==> src/rtl/iterative_shift_unit.sv <==
// iterative_shift_unit
// Multi-cycle shifter for the execute stage. An accepted request loads the
// operand, the shift count and the operation. The unit then moves the
// accumulator one bit position per clock until the count reaches zero.
// It then writes Result and pulses Done for one cycle. Busy lets the control
// unit stall the PC and write-back while an operation is in flight.
// All outputs come straight from flops, so no input reaches an output
// combinationally.

module iterative_shift_unit #(
    parameter int WIDTH   = 32,
    parameter int SHAMT_W = 5
) (
    input  logic               Clk,
    input  logic               Reset_n,
    input  logic               Start,
    input  logic [WIDTH-1:0]   Shift_Data,
    input  logic [SHAMT_W-1:0] Shift_Amount,
    input  logic [1:0]         Shift_Op,
    input  logic               Flush,
    output logic               Busy,
    output logic               Done,
    output logic [WIDTH-1:0]   Result
);

    // Operation encodings as presented on Shift_Op
    localparam logic [1:0] OP_SLL  = 2'b00;
    localparam logic [1:0] OP_SRL  = 2'b01;
    localparam logic [1:0] OP_SRA  = 2'b10;
    localparam logic [1:0] OP_ROTL = 2'b11;

    localparam logic [SHAMT_W-1:0] CNT_ZERO = {SHAMT_W{1'b0}};
    localparam logic [SHAMT_W-1:0] CNT_ONE  = {{(SHAMT_W-1){1'b0}}, 1'b1};
    localparam logic [WIDTH-1:0]   ACC_ZERO = {WIDTH{1'b0}};

    typedef enum logic [0:0] {
        ST_IDLE  = 1'b0,
        ST_SHIFT = 1'b1
    } state_t;

    // One-bit step of the accumulator for the captured operation.
    // Bits shifted out are dropped, except for rotate-left, which wraps
    // the MSB around into bit 0.
    function automatic logic [WIDTH-1:0] shift_one(
        input logic [WIDTH-1:0] acc,
        input logic [1:0]       op
    );
        logic [WIDTH-1:0] res;
        case (op)
            OP_SLL:  res = {acc[WIDTH-2:0], 1'b0};
            OP_SRL:  res = {1'b0, acc[WIDTH-1:1]};
            OP_SRA:  res = {acc[WIDTH-1], acc[WIDTH-1:1]};
            OP_ROTL: res = {acc[WIDTH-2:0], acc[WIDTH-1]};
            default: res = acc;
        endcase
        return res;
    endfunction

    state_t             state_q,  state_d;
    logic [WIDTH-1:0]   acc_q,    acc_d;
    logic [SHAMT_W-1:0] cnt_q,    cnt_d;
    logic [1:0]         op_q,     op_d;
    logic [WIDTH-1:0]   result_q, result_d;
    logic               done_q,   done_d;
    logic               busy_q,   busy_d;

    // Next-state, datapath step and output computation.
    // Flush takes priority over both a new request and completion.
    always_comb begin
        state_d  = state_q;
        acc_d    = acc_q;
        cnt_d    = cnt_q;
        op_d     = op_q;
        result_d = result_q;
        done_d   = 1'b0;

        if (Flush) begin
            // Abort: drop back to idle and leave Result untouched
            state_d = ST_IDLE;
        end else begin
            case (state_q)
                ST_IDLE: begin
                    if (Start) begin
                        acc_d   = Shift_Data;
                        cnt_d   = Shift_Amount;
                        op_d    = Shift_Op;
                        state_d = ST_SHIFT;
                    end else begin
                        state_d = ST_IDLE;
                    end
                end
                ST_SHIFT: begin
                    // Start is deliberately ignored here; there is no queue
                    if (cnt_q != CNT_ZERO) begin
                        acc_d = shift_one(acc_q, op_q);
                        cnt_d = cnt_q - CNT_ONE;
                    end else begin
                        // Count exhausted: publish the accumulator
                        result_d = acc_q;
                        done_d   = 1'b1;
                        state_d  = ST_IDLE;
                    end
                end
                default: begin
                    state_d = ST_IDLE;
                end
            endcase
        end

        busy_d = (state_d == ST_SHIFT);
    end

    // State, datapath and output registers with synchronous active-low reset
    always_ff @(posedge Clk) begin
        if (!Reset_n) begin
            state_q  <= ST_IDLE;
            acc_q    <= ACC_ZERO;
            cnt_q    <= CNT_ZERO;
            op_q     <= OP_SLL;
            result_q <= ACC_ZERO;
            done_q   <= 1'b0;
            busy_q   <= 1'b0;
        end else begin
            state_q  <= state_d;
            acc_q    <= acc_d;
            cnt_q    <= cnt_d;
            op_q     <= op_d;
            result_q <= result_d;
            done_q   <= done_d;
            busy_q   <= busy_d;
        end
    end

    assign Busy   = busy_q;
    assign Done   = done_q;
    assign Result = result_q;

endmodule

==> config.mk <==
export PLATFORM = sky130hd
export DESIGN_NAME = iterative_shift_unit
export DESIGN_NICKNAME = d
export VERILOG_FILES = /design/src/rtl/iterative_shift_unit.sv
export SDC_FILE = /design/constraint.sdc
export NUM_CORES = 1
export LEC_CHECK = 0
export ABC_AREA = 1
export BUFFER_PORTS_ARGS = -buffer_cell sky130_fd_sc_hd__buf_2
export CORE_ASPECT_RATIO = 0.8
export CORE_MARGIN = 1.5
export CORE_UTILIZATION = 45
export DETAILED_ROUTE_END_ITERATION = 12
export GPL_ROUTABILITY_DRIVEN = 0
export GPL_TIMING_DRIVEN = 0
export PLACE_DENSITY = 0.68
export SYNTH_ARGS = -nofsm -noshare
export SYNTH_HDL_FRONTEND = slang
export SYNTH_SLANG_ARGS = --single-unit
==> constraint.sdc <==
create_clock -name Clk -period 3.4 [get_ports Clk]
set_clock_uncertainty 0.15 [all_clocks]
set_input_delay 0.34 -clock Clk [delete_from_list [all_inputs] [get_ports Clk]]
set_output_delay 0.34 -clock Clk [all_outputs]
set_load 0.01 [all_outputs]
# Word-level counts from Yosys, hierarchy flattened
# Index checks and enable logic that the tools add are counted.
# word_totals
ff_bits	73
inputBits	43
# op_classes
addsub	1
eq_ne	6
n_mux	11
n_bitwise	4
n_reduce_logical	8
# op_table
cell	n
case mux 32 bit (4 select lines)	1
two-way mux 32 bit	2
case mux 32 bit (2 select lines)	1
two-way mux 5 bit	2
case mux 5 bit (2 select lines)	1
AND reduction 3 bit	3
nonzero test 5 bit	1
subtractor 5 x 1 -> 5 bit, second input constant	1
equality test 2 bit, second input constant	2
!= test 2 bit, second input constant	2
inverter 1 bit	4
AND reduction 4 bit	1
two-way mux 1 bit	3
OR reduction 3 bit	1
equality test 2 x 1 -> 1 bit, second input constant	1
zero test 2 bit	1
!= test 2 x 1 -> 1 bit, second input constant	1
case mux 1 bit (2 select lines)	1
OR reduction 2 bit	1

# Longest topological paths before layout
# depth
ltp_word	4
mapped_depth	10
mapped_depth_nobuf	9

# Least setup slack after synthesis
# OpenSTA, ideal clock, no wires.
# synth_timing
path_type	reg-to-reg
start	register cnt_q[0]
end	register acc_q[15]
t_arrival_ns	1.276
t_required_ns	3.133
slack_ns	1.857
path_stages_with_launch	11
path_buffers	2
period_less_slack_ns	1.543
cell_sequence	dfxtp_1 -> inv_1 -> ha_1 -> nand3_1 -> nand2_1 -> nand2_2 -> buf_6 -> buf_6 -> nand2_1 -> nor2_1 -> nor2_1
# synth_via
elab_chain_len	3
# synth_lines
element	line	text
from (decl)	61	logic [SHAMT_W-1:0] cnt_q, cnt_d;
from (signal assigned)	126	cnt_q <= cnt_d;
nonzero test 5 bit	94	if (cnt_q != CNT_ZERO) begin
!= test 2 x 1 -> 1 bit (no source line)	--	
AND reduction 3 bit (no source line)	--	
to (signal assigned)	117	acc_q <= ACC_ZERO;
to (signal assigned)	125	acc_q <= acc_d;
to (decl)	60	logic [WIDTH-1:0] acc_q, acc_d;
# No other way between the ends.
# A chain may end at the register's enable or synchronous reset.

==> impl_metrics.ini <==
[outcome]
status = completed

[critical_path]
critPathKind = reg -> reg
critical_path_depth = 6
r2r_start = Busy$_SDFF_PP0_
crit_arrival_ps = 2000
crit_path_end_kind = flop
worst_setup_path_start_kind = flop
reg2regPathDepth = 6
path_cells = inv_2 > nor2_2 > nand4_2 > clkbuf_1 > o21ai_0 > nor2_1
crit_required_ps = 3490
path_buf_inv = 2
worstReg2RegEnd = Result[18]$_SDFFE_PN0P_
critPathTopFamily = flip-flops
ff2ff_setup_slack_ps = 1490
slowest_delay_ps = 470
cp_slowest_cell = dfxtp_1
crit_end = Result[18]$_SDFFE_PN0P_
crit_start = Busy$_SDFF_PP0_
worstPathMaxFanout = 10

[clock_network]
cts_tree = done
clk_latency_ps = 350
cts_hold_buffers = 0
cts_sinks = 73
cts_made_buffers = 9
post_cts_buffers = 0
htree_num_levels = 3
post_cts_resized = 0
cts_root_buf = clkbuf_8
clock_path_buffers = 2
cts.clk_slew.worst_paths_ps = 80

[floorplanning]
die_w_um = 99.84
ios = 77
num_rows = 28
dieArea_um2 = 8034
core_um2 = 7322
die_h_um = 80.47
start_util_pct = 46.10

[global_routing]
grt-busiest-layer = met2
grt_pass1_wl_um = 14370
gr-usage-all-layers_pct = 22.93
met3_usage_pct = 5.135
grt_max_degree = 12
grt_use_met1_pct = 31.33
antenna_found_initial = 0
met2_usage_pct = 35.78
grt_pass1_vias = 3066
overflow = 0

[job]
cap_violations = 0

[logic_synthesis]
synth_area_per_cell_um2 = 6.479
yosysUniqueCellTypes = 23
syn_area_um2 = 3376
ys_warn_count = 0
synth_fp_nets = 565
ys_seq_area_share_pct = 43.29
ys_ff_latch = 73
netlist_instances = 521

[sta]
finalSetupViolations = 0
finalCritPeriodShare_pct = 56.20
worst_pin_slew_ps = 515.3
period_needed_ps = 1911
fmax_mhz = 523.3
finalSetupTns_ps = 0
grt_setup_unrepaired = false
maxSlewHeadroom_pct = 65.65
slew_violations = 0
final.setup.worst_slack_ps = 1489
hold_viol = 0

[layout]
area_delta_synth_final_pct = 19.05
drive_above_1_share_pct = 17.65
layout_common_cells = nor2_1 (196), o21ai_0 (97), nand2_1 (82)
fin_nets = 651
diodes = 0
fillers = 762
layout_commonest_cell = nor2_1

[power_and_ir_drop]
finalPower_mw = 1.840
pwr_density_cell_nw_per_um2 = 457.9
ir_drop_mv = 0.2048
leakagePower_nw = 1.858

[place]
dp.final_hpwl_um = 6317
place.port_buffers = 75
post-place-ws_ps = 1560

[route]
ant_nets = 0
drt_wl_total_um = 8961
avgRoutedWirePerCell_um = 12.76
route.detailed.drc = 0
first_iter_violations = 188
num_vias = 3567
drt-vias-per-instance = 5.081
dr.pass1.iters = 5

[worst_hold_path]
hold_path_class = in -> reg
-- worst min-delay path: stages --
cell     delay (ps)
buf_2            80
nand2_1          40
nand2_1          50
nand2_1          40
nand2_1          40
-- kinds of logic after synthesis --
kind of cell / Yosys count / synth area share (%)
XOR/XNOR: 1 / 0.2595
flip-flops: 73 / 43.29
adder cells (fa/ha/maj): 1 / 0.3706
AO/OA/AOI/OAI: 108 / 16.20
buffers and inverters: 47 / 6.708
AND/OR/NAND/NOR: 291 / 33.17
-- power by group --
group,switching [mW],internal (mW)
Combinational,0.194,0.120
Sequential,0.0434,0.908
Clock,0.314,0.261
-- sequential cells by signal, summed over array words and instances, names as in the netlist --
signal  count
Done        1
acc_q      32
Busy        1
op_q        2
cnt_q       5
Result     32
-- area by class of cell --
cell class / instances / area [µm²] / area share [%]
inverter: 13 / 48.80 / 1.214
timing repair buffer: 75 / 375.4 / 9.340
tap: 90 / 112.6 / 2.802
clock buffer: 12 / 135.1 / 3.362
sequential: 73 / 1461 / 36.36
multi-input combinational: 401 / 1688 / 42.00
buffer: 34 / 177.7 / 4.421
clock inverter: 4 / 20.02 / 0.4981
-- per-layer routing --
metal  share of wire [%]  wire, µm  vias up
li1                    -         -     1827
met1                  49      4383     1609
met2                  44      3942      121
met3                 6.0       540       10
met4                 1.0        94        0
met5                   0         0        -
-- Yosys cell counts --
| master | n | area [µm²] |
|---|---|---|
| buf_2 | 6 | 30.03 |
| o21ai_1 | 3 | 15.01 |
| inv_1 | 11 | 41.29 |
| nand3_1 | 9 | 45.04 |
| buf_6 | 4 | 45.04 |
| ha_1 | 1 | 12.51 |
| a21boi_0 | 1 | 7.510 |
| xnor2_1 | 1 | 8.760 |
| nor2_2 | 2 | 12.51 |
| inv_2 | 2 | 7.510 |
| buf_4 | 3 | 22.52 |
| nand2_1 | 82 | 307.8 |
| clkbuf_2 | 1 | 5.000 |
| dfxtp_1 | 73 | 1461 |
| nor2_1 | 196 | 735.7 |
| a21oi_1 | 5 | 25.02 |
| nand2_2 | 1 | 6.260 |
| nand4_2 | 1 | 12.51 |
| clkbuf_1 | 19 | 71.32 |
| buf_1 | 1 | 3.750 |
| a21o_1 | 1 | 7.510 |
| o21ai_0 | 97 | 485.5 |
| o22ai_1 | 1 | 6.260 |
-- per-stage QoR --
step	utilization, %	instance area [µm²]	std cells	hold WS, ps
after global placement	52.77	3864	686	307.9
after floorplan	-	3376	521	298.0
after CTS	54.89	4019	702	116.5
after detailed placement	52.77	3864	686	318.6
final	54.89	4019	702	123.1
after global routing	54.89	4019	702	133.4
-- how the worst min path moves through the flow --
stage	start	endpoint	slack, ps	cells after the start
after floorplan	cnt_q[4]$_SDFFE_PN0P_	cnt_q[4]$_SDFFE_PN0P_	300	2
after global placement	Result[8]$_SDFFE_PN0P_	Result[8]$_SDFFE_PN0P_	310	2
after detailed placement	Result[5]$_SDFFE_PN0P_	Result[5]$_SDFFE_PN0P_	320	2
after CTS	Shift_Op[1]	op_q[1]$_SDFFE_PN0P_	120	3
after global routing	Shift_Op[1]	op_q[1]$_SDFFE_PN0P_	130	3
final	Shift_Amount[3]	cnt_q[3]$_SDFFE_PN0P_	120	5
No activity file was read; power rests on OpenSTA's default activity.
